[src/rtl/mem_stage_pkg.sv]
// Shared types and encodings for the memory access stage and its MEM/WB register.
package mem_stage_pkg;

    localparam logic [1:0] MEM_NONE  = 2'b00;
    localparam logic [1:0] MEM_WRITE = 2'b01;
    localparam logic [1:0] MEM_READ  = 2'b10;
    localparam logic [1:0] MEM_BAD   = 2'b11;

    typedef enum logic {S_IDLE, S_WAIT} state_t;

    typedef struct packed {
        logic        wb;
        logic        memtoreg;
        logic [31:0] alures;
        logic [31:0] memdata;
        logic [4:0]  rd_addr;
    } memwb_t;

    localparam int MEMWB_W = $bits(memwb_t);

    // A single read or write to a word-aligned address is the only access that reaches memory.
    function automatic logic access_ok(input logic [1:0] mem, input logic [1:0] addr_lo);
        return (mem == MEM_READ || mem == MEM_WRITE) && (addr_lo == 2'b00);
    endfunction

endpackage

[src/rtl/memwb_reg.sv]
// MEM/WB pipeline register; a bubble clears only the control bits and keeps the data fields.
module memwb_reg
    import mem_stage_pkg::*;
(
    input  logic               clk,
    input  logic               rst,
    input  logic               load,
    input  logic               bubble,
    input  logic [MEMWB_W-1:0] d,
    output logic [MEMWB_W-1:0] q
);

    memwb_t cur;

    // NOTE: clocked state uses non-blocking assignments so every register samples pre-edge values.
    always_ff @(posedge clk) begin
        if (rst) begin
            cur <= '0;
        end else if (load) begin
            if (bubble) begin
                cur.wb       <= 1'b0;
                cur.memtoreg <= 1'b0;
            end else begin
                cur <= memwb_t'(d);
            end
        end
    end

    assign q = cur;

endmodule

[src/rtl/mem_access_stage.sv]
// Memory-stage controller: issues req/ack data-memory transactions, stalls upstream while one is
// outstanding, and loads MEM/WB; misaligned, conflicting and timed-out accesses raise a sticky error.
module mem_access_stage
    import mem_stage_pkg::*;
#(
    parameter int MAX_WAIT = 15
) (
    input  logic        clk_i,
    input  logic        rst_i,
    input  logic        WB_i,
    input  logic [1:0]  Mem_i,
    input  logic [31:0] Memaddr_i,
    input  logic [31:0] Memdata_i,
    input  logic [31:0] ALUres_i,
    input  logic [4:0]  rd_addr_i,
    output logic        mem_req_o,
    output logic        mem_we_o,
    output logic [31:0] mem_addr_o,
    output logic [31:0] mem_wdata_o,
    input  logic        mem_ack_i,
    input  logic [31:0] mem_rdata_i,
    output logic        stall_o,
    output logic        WB_o,
    output logic        MemtoReg_o,
    output logic [31:0] ALUres_o,
    output logic [31:0] Memdata_o,
    output logic [4:0]  rd_addr_o,
    output logic        err_o
);

    localparam logic [7:0] LAST_WAIT = 8'(MAX_WAIT - 1);

    state_t     state, next_state;
    logic [7:0] wait_cnt;
    logic       stall, wb_load, wb_bubble, start_req, end_req, set_err, cnt_inc;
    memwb_t     wb_next, wb_q;

    // NOTE: every signal driven here gets a default first so no latch is inferred.
    always_comb begin
        next_state       = state;
        stall            = 1'b0;
        wb_load          = 1'b0;
        wb_bubble        = 1'b0;
        start_req        = 1'b0;
        end_req          = 1'b0;
        set_err          = 1'b0;
        cnt_inc          = 1'b0;
        wb_next.wb       = WB_i;
        wb_next.memtoreg = 1'b0;
        wb_next.alures   = ALUres_i;
        wb_next.memdata  = wb_q.memdata;
        wb_next.rd_addr  = rd_addr_i;

        case (state)
            S_IDLE: begin
                wb_load = 1'b1;
                if (Mem_i == MEM_NONE) begin
                    wb_next.wb = WB_i;
                end else if (access_ok(Mem_i, Memaddr_i[1:0])) begin
                    stall      = 1'b1;
                    wb_bubble  = 1'b1;
                    start_req  = 1'b1;
                    next_state = S_WAIT;
                end else begin
                    wb_next.wb = 1'b0;
                    set_err    = 1'b1;
                end
            end
            S_WAIT: begin
                if (mem_ack_i) begin
                    wb_load          = 1'b1;
                    wb_next.wb       = WB_i & Mem_i[1];
                    wb_next.memtoreg = Mem_i[1];
                    if (Mem_i[1]) begin
                        wb_next.memdata = mem_rdata_i;
                    end
                    end_req    = 1'b1;
                    next_state = S_IDLE;
                end else if (wait_cnt == LAST_WAIT) begin
                    wb_load    = 1'b1;
                    wb_next.wb = 1'b0;
                    set_err    = 1'b1;
                    end_req    = 1'b1;
                    next_state = S_IDLE;
                end else begin
                    stall   = 1'b1;
                    cnt_inc = 1'b1;
                end
            end
            default: next_state = S_IDLE;
        endcase
    end

    always_ff @(posedge clk_i) begin
        if (rst_i) begin
            state       <= S_IDLE;
            wait_cnt    <= '0;
            mem_req_o   <= 1'b0;
            mem_we_o    <= 1'b0;
            mem_addr_o  <= '0;
            mem_wdata_o <= '0;
            err_o       <= 1'b0;
        end else begin
            state <= next_state;
            err_o <= err_o | set_err;
            if (start_req) begin
                mem_req_o   <= 1'b1;
                mem_we_o    <= Mem_i[0];
                mem_addr_o  <= Memaddr_i;
                mem_wdata_o <= Memdata_i;
                wait_cnt    <= '0;
            end else begin
                if (end_req) begin
                    mem_req_o <= 1'b0;
                end
                if (cnt_inc) begin
                    wait_cnt <= wait_cnt + 8'd1;
                end
            end
        end
    end

    assign stall_o = stall & ~rst_i;

    memwb_reg u_memwb (
        .clk    (clk_i),
        .rst    (rst_i),
        .load   (wb_load),
        .bubble (wb_bubble),
        .d      (wb_next),
        .q      (wb_q)
    );

    assign WB_o       = wb_q.wb;
    assign MemtoReg_o = wb_q.memtoreg;
    assign ALUres_o   = wb_q.alures;
    assign Memdata_o  = wb_q.memdata;
    assign rd_addr_o  = wb_q.rd_addr;

endmodule

[config.mk]
export PLATFORM = sky130hd
export DESIGN_NAME = mem_access_stage
export DESIGN_NICKNAME = d
export VERILOG_FILES = /design/src/rtl/mem_stage_pkg.sv /design/src/rtl/memwb_reg.sv /design/src/rtl/mem_access_stage.sv
export SDC_FILE = /design/constraint.sdc
export NUM_CORES = 1
export LEC_CHECK = 0
export CAP_MARGIN = 10
export CELL_PAD_IN_SITES_DETAIL_PLACEMENT = 0
export CELL_PAD_IN_SITES_GLOBAL_PLACEMENT = 1
export CORE_UTILIZATION = 28
export DETAILED_ROUTE_END_ITERATION = 16
export PLACE_DENSITY_LB_ADDON = 0.08
export SETUP_SLACK_MARGIN = 0.05
export SLEW_MARGIN = 20
export SYNTH_ARGS = -nofsm -noshare
export SYNTH_HDL_FRONTEND = slang
export SYNTH_SLANG_ARGS = --single-unit
[constraint.sdc]
create_clock -name clk_i -period 2.54 [get_ports clk_i]
set_input_delay 0.381 -clock clk_i [delete_from_list [all_inputs] [get_ports clk_i]]
set_output_delay 0.381 -clock clk_i [all_outputs]
set_load 0.1 [all_outputs]
==> reports/qor.csv <==
stage,metric,value,unit
status,run status,"finished, final reports clean",
timing,final worst-path cycle share,0.943,
power,Leakage,3.74,nW
critical_path,WP data arrival,2020,ps
final_layout,Multi-input gate area,0.00243,sq mm
die,die area,0.0203,sq mm
timing,setup ws final,144,ps
place,GPL Wtd Cong,0.760,
final_layout,Layout fillers,1944,
critical_path,CP Capture Type,primary output,
route,Vias,5213,
timing,final setup vio count,0,
yosys,top cell type's share of synthesized area,0.532,
timing,Final min period,2400,ps
power,Power Dens Cells,682,mW/mm^2
yosys,sequential share of the synthesized area,0.532,
timing,Pins Over Slew Limit,0,
cts,htree depth,4,
critical_path,Crit-path slowest cell,or3b_4,
critical_path,crit-path most repeated cell,nor2_4,
final_layout,area grow syn2layout,61.5,%
place,"worst slack, placed",-126,ps
cts,"CTS clk-pin slew, worst paths",60,ps
yosys,top cell type by total area after synthesis,dfxtp_1,
yosys,Seq cells post-synth,147,
critical_path,CP Class,in -> out,
die,Site Rows,51,
route,Wirelength per Cell,14.0,um
critical_path,worst path cell trace,dlygate4sd2_1 > inv_8 > ha_4 > or3b_4 > nor3_4 > nor2_4 > nor2_4 > buf_12,
route,drt drc,0,
place,port bufs,277,
yosys,cells after synthesis,645,
critical_path,WP buf/inv,3,
final_layout,fin util,0.460,
yosys,synthesized area,0.00553,sq mm
final_layout,# nets final,1058,
final_layout,Reg area,0.00294,sq mm
critical_path,Crit. path cell count,8,
timing,Slew @ Worst Pin,744,ps
global_route,largest net degree at the start of global routing,88,
die,Die W,142,um
route,initial drt markers,228,
global_route,vias in the first global route,4970,
yosys,Yosys cell types,31,
cts,CTS tree,done,
critical_path,Critical Path RT,2160,ps
cts,CTS Sinks,147,
timing,Final Hold Fails,0,
min_path,hold path cells,3,
yosys,Synth area leaders,"dfxtp_1, nand2_1, a21oi_1",
route,Post-Route WL,16700,um
timing,WHS,454,ps
final_layout,share of cells above drive strength 1,0.214,
timing,Max-slew headroom,0.504,
critical_path,CP peak stage delay,390,ps
cts,cts bufs inserted,17,
critical_path,critical path launch point type,input pin,
critical_path,family with the most delay on the worst path,simple AND/OR/NAND/NOR gates,
place,DP HPWL,11900,um
critical_path,reg2reg path depth,8,
min_path,min-delay worst type,in -> reg,
global_route,total global routing overflow,0,
global_route,initial antenna violation count,0,
timing,Fmax achieved,417,MHz
yosys,Syn. warnings,0,
final_layout,ant diodes,0,
flow_run,max-cap violations,0,
yosys,syn_nets,787,
critical_path,CP Max Fanout,3,
die,starting density of the core,0.285,
route,Routed Antenna Nets,0,
cts,Max Buffers Root-to-Sink,2,
die,die height,142,um
final_layout,Final Cell Area,0.00893,sq mm
power,total power,0.00609,W
route,1st-pass router iterations,4,
global_route,first-pass GRT wire length,25900,um
cts,Skew-Pair Late Insertion Delay,420,ps
route,Vias/cell,4.37,
timing,Final Skew,9.83,ps
yosys,synthesized area per cell,8.57,sq um
global_route,All-Layer GR Usage,0.165,
place,placed cell areas,0.00836,sq mm
timing,RSZ-0062 raised after global routing,false,
die,I/O Pins,278,
power,Worst VDD drop,0.000422,V
cts,Post-CTS Hold Buffers,0,
cts,clk root buf,clkbuf_16,
die,Core Box Area,0.0194,sq mm
cell usage after synthesis:
library cell	instances
nand4_1	4
mux2i_1	38
xor2_1	2
nor2_1	11
a22oi_1	1
a21boi_2	1
a21o_1	1
or3b_1	1
nand2_1	191
and3_1	3
nand3_1	3
and2b_1	1
ha_1	3
a21oi_1	102
inv_1	4
clkbuf_1	35
and3b_1	1
nand2b_1	76
nor3_4	1
a31oi_1	1
buf_2	2
and2_1	3
xnor2_1	2
a311oi_1	2
buf_4	1
nor4b_2	1
a211oi_1	1
dfxtp_1	147
buf_6	1
buf_1	4
o21ai_0	1
power by group:
group	internal [W]	total [W]	switching, W
clock	0.00140	0.00240	0.000999
sequential	0.00239	0.00244	0.0000476
combinational	0.000410	0.00125	0.000841
total	0.00420	0.00609	0.00189
metal layers:
layer / vias to the layer above / GRT usage / routed length, um
li1: 2634 / - / -
met1: 2361 / 0.193 / 6950
met2: 194 / 0.265 / 7810
met3: 24 / 0.0700 / 1690
met4: 0 / 0.0673 / 273
met5: - / 0 / 0
path summary, 6_finish.rpt:
path,from,to,slack [ps]
setup / recovery,Mem_i[0],stall_o,140
hold reg to reg,mem_addr_o[10],mem_addr_o[10],450
setup reg to reg,wait_cnt[0],u_memwb.q[45],700
hold / removal,Mem_i[0],mem_we_o,450
per-stage QoR:
step	instances	TNS, ps
2_1_floorplan	645	-52.1
3_3_place_gp	1162	-134
3_5_place_dp	1162	-1570
4_1_cts	1194	0
5_1_grt	1194	0
6_report	1194	0
layout make-up:
cell class                      instances  share of cell area
Timing Repair Buffer                  295               0.295
Multi-Input combinational cell        451               0.272
Clock inverter                         12              0.0122
Tap cell                              265              0.0371
Clock buffer                           20              0.0512
Inverter                                4             0.00308
Sequential cell                       147               0.330
sequential cells by signal, indices dropped and copies added (netlist names):
name and cells:
wait_cnt 8, mem_wdata_o 32, err_o 1, mem_req_o 1
state 1, u_memwb.q 71, mem_addr_o 32, mem_we_o 1
repair_timing:
action	in CTS	in global routing
hold endpoints to repair	0	0
resized for setup	2	0
endpoints found under the setup margin	1	0
setup buffers	0	0
layout by cell type (no fill, tap or decap), types with 3 or more instances in the layout:
| cell | instances |
|---|---|
| nand2_1 | 191 |
| buf_4 | 152 |
| dfxtp_1 | 147 |
| clkdlybuf4s50_1 | 135 |
| a21oi_1 | 102 |
| nand2b_1 | 76 |
| mux2i_1 | 38 |
| clkbuf_16 | 17 |
| nor2_1 | 9 |
| buf_12 | 6 |
| clkinv_4 | 5 |
| nand4_1 | 4 |
| clkinv_2 | 4 |
| and3_1 | 3 |
| and2_1 | 3 |
worst min-delay path, stage by stage:
cell and delay (ps):
dlygate4sd2_1 300, nand2_1 80, a21oi_1 50
cell families (layout without fill, tap and decap cells):
| family | Yosys count | count (layout) | share of synthesized area |
|---|---|---|---|
| simple gates | 296 | 296 | 0.247 |
| flops | 147 | 147 | 0.532 |
| compound gates | 110 | 110 | 0.104 |
| buf+inv | 47 | 331 | 0.0344 |
| mux | 38 | 38 | 0.0688 |
| xor+xnor | 4 | 4 | 0.00634 |
| fa+ha+maj | 3 | 3 | 0.00679 |
Power figures use the tool's default switching activity.
